**src/rtl/vault_lock_controller.sv**
```systemverilog
// Keypad vault lock: BCD digit entry, code check with consecutive-failure lockout,
// timed auto-relock and in-field code reprogramming while open.
module vault_lock_controller #(
  parameter int unsigned           CODE_LEN       = 4,
  parameter logic [4*CODE_LEN-1:0] DEFAULT_CODE   = 16'h1234,
  parameter int unsigned           MAX_FAIL       = 3,
  parameter int unsigned           LOCKOUT_CYCLES = 1000,
  parameter int unsigned           OPEN_CYCLES    = 500
) (
  input  logic       clk,
  input  logic       RESETN,
  input  logic [3:0] DIGIT,
  input  logic       DIGIT_VALID,
  input  logic       ENTER,
  input  logic       CLEAR,
  input  logic       LOCK,
  input  logic       PROG,
  output logic       UNLOCKED,
  output logic       LOCKOUT,
  output logic       FAIL,
  output logic [1:0] ATTEMPTS,
  output logic [2:0] DIGIT_CNT,
  output logic [2:0] STATE
);

  localparam int unsigned EW  = 4 * CODE_LEN;
  localparam int unsigned OTW = (OPEN_CYCLES > 1) ? $clog2(OPEN_CYCLES) : 1;
  localparam int unsigned LTW = (LOCKOUT_CYCLES > 1) ? $clog2(LOCKOUT_CYCLES) : 1;

  localparam logic [2:0]     CNT_FULL   = 3'(CODE_LEN);
  localparam logic [2:0]     FAIL_LIMIT = 3'(MAX_FAIL);
  localparam logic [OTW-1:0] OPEN_LOAD  = OTW'(OPEN_CYCLES - 1);
  localparam logic [LTW-1:0] LOCK_LOAD  = LTW'(LOCKOUT_CYCLES - 1);

  typedef enum logic [2:0] {
    S_LOCKED  = 3'd0,
    S_CHECK   = 3'd1,
    S_OPEN    = 3'd2,
    S_PROG    = 3'd3,
    S_BLOCKED = 3'd4
  } state_t;

  state_t         state_q, state_d;
  logic [EW-1:0]  entry_q, entry_d;
  logic [EW-1:0]  code_q, code_d;
  logic [2:0]     cnt_q, cnt_d;
  logic [1:0]     attempts_q, attempts_d;
  logic [OTW-1:0] open_tmr_q, open_tmr_d;
  logic [LTW-1:0] lock_tmr_q, lock_tmr_d;
  logic           fail_q, fail_d;
  logic           unlocked_q, unlocked_d;
  logic           lockout_q, lockout_d;

  logic           digit_ok;
  logic           match;
  logic [2:0]     att_inc;

  always_comb begin
    state_d    = state_q;
    entry_d    = entry_q;
    code_d     = code_q;
    cnt_d      = cnt_q;
    attempts_d = attempts_q;
    open_tmr_d = open_tmr_q;
    lock_tmr_d = lock_tmr_q;
    fail_d     = 1'b0;

    digit_ok = DIGIT_VALID && (DIGIT <= 4'd9) && (cnt_q < CNT_FULL);
    match    = (cnt_q == CNT_FULL) && (entry_q == code_q);
    att_inc  = {1'b0, attempts_q} + 3'd1;

    case (state_q)
      S_LOCKED: begin
        // LOCK while already locked only swallows the other inputs of the cycle.
        if (!LOCK) begin
          if (CLEAR) begin
            entry_d = '0;
            cnt_d   = '0;
          end else if (ENTER) begin
            state_d = S_CHECK;
          end else if (digit_ok) begin
            entry_d = (entry_q << 4) | EW'(DIGIT);
            cnt_d   = cnt_q + 3'd1;
          end
        end
      end

      S_CHECK: begin
        entry_d = '0;
        cnt_d   = '0;
        if (match) begin
          state_d    = S_OPEN;
          attempts_d = '0;
          open_tmr_d = OPEN_LOAD;
        end else begin
          fail_d     = 1'b1;
          attempts_d = (att_inc >= FAIL_LIMIT) ? FAIL_LIMIT[1:0] : att_inc[1:0];
          if (att_inc >= FAIL_LIMIT) begin
            state_d    = S_BLOCKED;
            lock_tmr_d = LOCK_LOAD;
          end else begin
            state_d = S_LOCKED;
          end
        end
      end

      S_OPEN: begin
        entry_d = '0;
        cnt_d   = '0;
        if (LOCK || (open_tmr_q == '0)) begin
          state_d = S_LOCKED;
        end else if (PROG) begin
          state_d = S_PROG;
        end else begin
          open_tmr_d = open_tmr_q - 1'b1;
        end
      end

      S_PROG: begin
        if (LOCK) begin
          state_d = S_LOCKED;
          entry_d = '0;
          cnt_d   = '0;
        end else if (CLEAR) begin
          entry_d = '0;
          cnt_d   = '0;
        end else if (ENTER) begin
          if (cnt_q == CNT_FULL) begin
            code_d = entry_q;
          end
          entry_d    = '0;
          cnt_d      = '0;
          state_d    = S_OPEN;
          open_tmr_d = OPEN_LOAD;
        end else if (digit_ok) begin
          entry_d = (entry_q << 4) | EW'(DIGIT);
          cnt_d   = cnt_q + 3'd1;
        end
      end

      S_BLOCKED: begin
        if (lock_tmr_q == '0) begin
          state_d    = S_LOCKED;
          attempts_d = '0;
        end else begin
          lock_tmr_d = lock_tmr_q - 1'b1;
        end
      end

      default: begin
        state_d = S_LOCKED;
        entry_d = '0;
        cnt_d   = '0;
      end
    endcase

    unlocked_d = (state_d == S_OPEN) || (state_d == S_PROG);
    lockout_d  = (state_d == S_BLOCKED);
  end

  always_ff @(posedge clk) begin
    if (!RESETN) begin
      state_q    <= S_LOCKED;
      entry_q    <= '0;
      code_q     <= DEFAULT_CODE;
      cnt_q      <= '0;
      attempts_q <= '0;
      open_tmr_q <= '0;
      lock_tmr_q <= '0;
      fail_q     <= 1'b0;
      unlocked_q <= 1'b0;
      lockout_q  <= 1'b0;
    end else begin
      state_q    <= state_d;
      entry_q    <= entry_d;
      code_q     <= code_d;
      cnt_q      <= cnt_d;
      attempts_q <= attempts_d;
      open_tmr_q <= open_tmr_d;
      lock_tmr_q <= lock_tmr_d;
      fail_q     <= fail_d;
      unlocked_q <= unlocked_d;
      lockout_q  <= lockout_d;
    end
  end

  assign STATE     = state_q;
  assign UNLOCKED  = unlocked_q;
  assign LOCKOUT   = lockout_q;
  assign FAIL      = fail_q;
  assign ATTEMPTS  = attempts_q;
  assign DIGIT_CNT = cnt_q;

endmodule

```
**config.mk**
```make
export PLATFORM = sky130hd
export DESIGN_NAME = vault_lock_controller
export DESIGN_NICKNAME = d
export VERILOG_FILES = /design/src/rtl/vault_lock_controller.sv
export SDC_FILE = /design/constraint.sdc
export NUM_CORES = 1
export LEC_CHECK = 0
export ABC_CLOCK_PERIOD_IN_PS = 4600
export CORE_MARGIN = 3
export CORE_UTILIZATION = 55
export CTS_CLUSTER_SIZE = 30
export DETAILED_ROUTE_END_ITERATION = 6
export PLACE_DENSITY_LB_ADDON = 0.08
export RECOVER_POWER = 25
export SLEW_MARGIN = 5
export SYNTH_ARGS = -nofsm -noshare
export SYNTH_HDL_FRONTEND = slang
export SYNTH_SLANG_ARGS = --single-unit
```
**constraint.sdc**
```tcl
create_clock -name clk -period 4.6 [get_ports clk]
set_clock_uncertainty 0.1 [all_clocks]
set_input_delay 0.92 -clock clk [delete_from_list [all_inputs] [get_ports clk]]
set_output_delay 0.92 -clock clk [all_outputs]
set_load 0.03 [all_outputs]
```
==> results by group, run 1 <==
Final layout
  – Commonest non-fill, non-tap cell in the layout: dfxtp_1
  – Fill cell count: 483
  – Nets: 379
  – Non-filler cells, final: 436
  – Final Util: 0.662
  – N_diodes: 0
  – Most frequent cells in the layout: 62 x dfxtp_1, 46 x nor2_1, 33 x mux2i_1
  – Area growth, synth to finish: 12.5%
  – Design Area, Final: 3510 um2
  – Share of cells above drive strength 1: 0.0820

Synthesis
  – Main synth FF type: dfxtp_1
  – Syn nets: 359
  – Library cells used by synthesis: 66
  – Gate Count Post-Synth: 342
  – Synth async-reset ratio: 0
  – Sequential area share after synthesis: 0.398
  – Synthesized area per cell: 9.13 um2
  – Yosys Warn Count: 0
  – Synth Cell Area: 3120 um2
  – EDFF count, synth: 0
  – Number of synthesized register bits: 62

Routing
  – Routed length on met2: 3150 um
  – Final wirelength: 6410 um
  – Vias/cell: 5.77
  – WL met3: 279 um
  – Uppermost layer routed: met4
  – DRT iter0 DRCs: 181
  – Vias: 2514
  – DRC Markers: 0
  – M1 WL: 2930 um
  – Antenna Violating Nets Remaining: 0
  – 1st-pass router iterations: 4
  – Wire per inst: 14.7 um

Clocking
  – CTS Buf Count: 9
  – Clk slew on worst S/H paths: 70 ps
  – CTS Sinks: 62
  – Hold Buf Count CTS: 0
  – Post-CTS Setup Bufs: 0
  – CTS tree: done
  – Cts repair resizes: 0
  – Clock latency at the later pin of the worst-skew pair: 340 ps
  – Htree depth: 3
  – Clk root buf: clkbuf_8
  – Longest Clk Path Bufs: 2

Timing
  – Post-layout min period: 2950 ps
  – Setup TNS: 0 ps
  – Max-slew violations: 0
  – Hold Slack: 372 ps
  – Final setup margin: 1650 ps
  – Ratio of final minimum period to clock period: 0.642
  – F_max: 0.339 GHz
  – Least-Margin Pin Slew: 972 ps
  – Final setup fails: 0
  – Hold Vio Cnt, Final: 0
  – Slew HR: 0.350
  – RSZ-0062 raised after global routing: no

Pwr
  – Pwr per Cell Area: 306 nW/um2
  – Peak VDD IR: 264 uV
  – Total power: 1.07 mW
  – Leakage: 1.26 nW

Placed design
  – Place WS: 1320 ps
  – Placed Cells: 421
  – Placed cell areas: 3350 um2
  – I/O Buffers: 21
  – GPL Wtd Cong: 0.795
  – DP Wirelength: 4370 um

Die
  – Die W: 81.3 um
  – Cell Rows: 26
  – Total I/O pin count: 22
  – Core footprint: 5300 um2
  – Initial Util: 0.589
  – Full die area: 6620 um2
  – Chip height: 81.3 um

Setup path
  – Worst Path Buf+Inv: 1
  – Max stage delay cell, worst path: nor3_4
  – CP most frequent cell: nor2_1
  – Max FO, Critical Path: 16
  – Req. time, crit path: 4700 ps
  – CP delay by family, top: simple AND/OR/NAND/NOR gates
  – Type of the worst setup path: input port to flop
  – CP cell instances: clkdlybuf4s50_1 > nor2_1 > nand3_1 > nor3_4 > mux2i_1 > nor2_1
  – Critical Path Sink Type: flop
  – Worst setup SP type: input port
  – Worst Path Arrival: 3050 ps
  – Crit-path max cell delay: 850 ps

Global route
  – Largest net degree at the start of global routing: 29
  – Global-route usage over all layers: 0.217
  – Vias in the first global route: 2358
  – GRT overflow: 0
  – First-pass GRT wire length: 11000 um
  – Initial antenna violation count: 0

Min path
  – Worst hold path type: flop to flop

Run
  – Max Cap Viol: 0

Outcome
  – Status: finished clean
==> per-layer routing <==
| metal | GRT usage | vias up |
|---|---|---|
| met5 | 0 | - |
| met4 | 0.0473 | 0 |
| met3 | 0.0820 | 6 |
| met2 | 0.357 | 50 |
| met1 | 0.269 | 1179 |
| li1 | - | 1279 |
==> layout make-up <==
cell class                 count  area [um2]  area share
multi-input combinational    253        1720       0.490
sequential                    62        1240       0.354
timing repair buffer          23         225      0.0641
clock buffer                  11         141      0.0403
tap                           70        87.6      0.0249
inverter                      13        48.8      0.0139
clock inverter                 4        47.5      0.0135
==> cell usage after synthesis (6+ instances only) <==
cell type | count | share of area
a21oi_1 | 9 | 0.014
mux2i_1 | 33 | 0.11
inv_1 | 13 | 0.016
nand2_1 | 32 | 0.038
ha_1 | 6 | 0.024
xnor2_1 | 13 | 0.036
nor2_1 | 46 | 0.055
o21ai_0 | 7 | 0.011
o21ai_1 | 7 | 0.011
dfxtp_1 | 62 | 0.40
nand3_1 | 9 | 0.014
==> state kept, by name, summed over array words and instances (netlist names) <==
signal / count
ATTEMPTS: 2
open_tmr_q: 9
LOCKOUT: 1
STATE: 3
code_q: 16
UNLOCKED: 1
lock_tmr_q: 10
DIGIT_CNT: 3
FAIL: 1
entry_q: 16
==> logic make-up after synthesis <==
kind of cell               share of synthesized area
muxes                                          0.106
buffers and inverters                         0.0445
adders and majority gates                     0.0240
xor gates and xnor gates                      0.0477
AOI/OAI and AO/OA                              0.160
and+or+nand+nor                                0.220
DFF                                            0.398
==> worst paths after layout <==
kind	startpoint	endpoint	slack, ps	cells past startpoint
worst min register to register	open_tmr_q[1]	open_tmr_q[1]	370	2
worst min-delay path	open_tmr_q[1]	open_tmr_q[1]	370	2
worst max register to register	lock_tmr_q[1]	lock_tmr_q[9]	1880	7
worst max-delay path	LOCK	code_q[1]	1650	6
==> worst min-delay path, delay by kind of cell (launching register included) <==
family          cells  cell delay [ps]
compound gates      1               50
flops               1              330
simple gates        1               50
==> report_power, final <==
group | internal, mW | switching, mW
logic | 0.0267 | 0.0389
registers | 0.541 | 0.00535
clock network | 0.260 | 0.201
No activity file was read; power rests on OpenSTA's default activity.
==> run 2: changes to the inputs <==
Settings changed: ABC_CLOCK_PERIOD_IN_PS 4600 to 2860.
Clock period 4.6 ns to 2.86 ns, I/O delays scaled along.
==> run 2 against run 1 <==
Critical path depth up 1. Cell area grew 1.4%. Sequential share of layout area down 0.50 points. Core utilization grew 0.94 points. Critical path type unchanged. Largest power group unchanged. Highest routed layer unchanged.
==> results by group, run 2 (same netlist as run 1, synthesis figures left out) <==
Final layout
  – Nets: 384
  – Share of cells above drive strength 1: 0.102
  – Biggest regs: code_q x16, entry_q x16, lock_tmr_q x10
  – Commonest non-fill, non-tap cell in the layout: dfxtp_1
  – Final Util: 0.672
  – Most frequent cells in the layout: 62 x dfxtp_1, 46 x nor2_1, 33 x mux2i_1
  – N_diodes: 0
  – Area growth, synth to finish: 14.1%
  – Fill cell count: 453

Die
  – Chip height: 81.3 um
  – Core footprint: 5300 um2
  – Cell Rows: 26
  – Full die area: 6620 um2
  – Initial Util: 0.589
  – Die W: 81.3 um
  – Total I/O pin count: 22

Routing
  – Vias/cell: 5.79
  – Vias: 2559
  – 1st-pass router iterations: 4
  – DRC Markers: 0
  – Antenna Violating Nets Remaining: 0
  – Wire per inst: 14.7 um
  – DRT iter0 DRCs: 156
  – Final wirelength: 6510 um

Setup path
  – Worst Path Arrival: 2600 ps
  – FF-to-FF End: lock_tmr_q[9]
  – Req. time, crit path: 2990 ps
  – Type of the worst setup path: input port to flop
  – Critical Path Sink Type: flop
  – Reg2reg start: lock_tmr_q[0]
  – Max FO, Critical Path: 16
  – Path depth of the worst reg2reg path: 7
  – Reg2reg setup slack: 500 ps
  – Worst setup SP type: input port

Timing
  – Hold Vio Cnt, Final: 0
  – Post-layout min period: 2480 ps
  – Least-Margin Pin Slew: 812 ps
  – Ratio of final minimum period to clock period: 0.866
  – Slew HR: 0.458
  – F_max: 0.404 GHz
  – Max-slew violations: 0
  – RSZ-0062 raised after global routing: no
  – Setup TNS: 0 ps
  – Final setup fails: 0

Global route
  – First-pass GRT wire length: 10900 um
  – Global-route usage over all layers: 0.214
  – Initial antenna violation count: 0
  – GRT overflow: 0
  – Largest net degree at the start of global routing: 28
  – Vias in the first global route: 2334

Clocking
  – Clk slew on worst S/H paths: 70 ps
  – Htree depth: 3
  – Clock latency at the later pin of the worst-skew pair: 350 ps
  – Cts repair resizes: 0
  – Longest Clk Path Bufs: 2
  – CTS tree: done
  – CTS Sinks: 62
  – Clk root buf: clkbuf_8
  – Hold Buf Count CTS: 0
  – CTS Buf Count: 9
  – Post-CTS Setup Bufs: 0

Pwr
  – Clock power share: 0.438
  – Pwr per Cell Area: 494 nW/um2
  – Leakage: 1.27 nW
  – Switching power: 440 uW
  – Peak VDD IR: 383 uV
  – Internal power: 1.32 mW
  – Logic pwr share: 0.063
  – Switching Share: 0.250
  – Register share of total power: 0.499

Placed design
  – I/O Buffers: 21
  – DP Wirelength: 4540 um
  – GPL Wtd Cong: 0.849

Outcome
  – Status: finished clean

Min path
  – Worst hold path type: flop to flop
  – Hold path depth: 2
  – Worst hold path endpoint: open_tmr_q[1]
  – Worst hold start: open_tmr_q[1]

Run
  – Max Cap Viol: 0
-- run 2: how the worst max path moves through the flow --
stage,start,end,slack (ps),depth (start not counted)
floorplan,STATE[1],DIGIT_CNT[1],730,7
global placement,LOCK,DIGIT_CNT[0],270,6
detailed placement,LOCK,entry_q[5],200,6
CTS,STATE[0],STATE[0],450,1
global route,LOCK,code_q[9],260,7
finish,LOCK,code_q[4],380,7
-- run 2: area by class of cell --
type / count / area [um2] / share of cell area
Tap cell: 70 / 87.6 / 0.0246
Timing Repair Buffer: 28 / 260 / 0.0731
Clock inverter: 7 / 72.6 / 0.0204
Clock buffer: 9 / 124 / 0.0348
Multi-Input combinational cell: 253 / 1730 / 0.485
Sequential cell: 62 / 1240 / 0.349
Inverter: 13 / 48.8 / 0.0137
-- run 2: metrics by stage --
step           instance area [um2]  hold WS (ps)  cells  worst slack, ps  power [mW]
3_5_place_dp                  3400           353    426              203        1.01
2_1_floorplan                 3120           338    342              734       0.971
5_1_grt                       3560           398    442              258        1.82
4_1_cts                       3600           363    442              449        1.78
3_3_place_gp                  3400           355    426              272        1.01
6_report                      3560           365    442              383        1.76
-- run 2: routing by layer --
layer / track usage / wire [um] / up-vias
met5: 0 / 0 / -
met4: 0.0557 / 47 / 0
met3: 0.0698 / 349 / 7
met2: 0.344 / 3160 / 58
met1: 0.275 / 2960 / 1203
li1: - / - / 1291
-- run 2: worst max-delay path, cell delays in order --
cell           delay (ps)
dlygate4sd3_1         600
nor2_1                290
nand3_1               130
nor3_1                200
clkbuf_2              490
mux2i_1               250
nand2_1                70
-- run 2: power groups by stage --
stage	sequential [mW]	clock (mW)	combinational, mW
after floorplan	0.900	0	0.0716
after global placement	0.898	0	0.111
after detailed placement	0.899	0	0.113
after CTS	0.878	0.786	0.113
after global routing	0.879	0.822	0.122
final	0.878	0.770	0.111
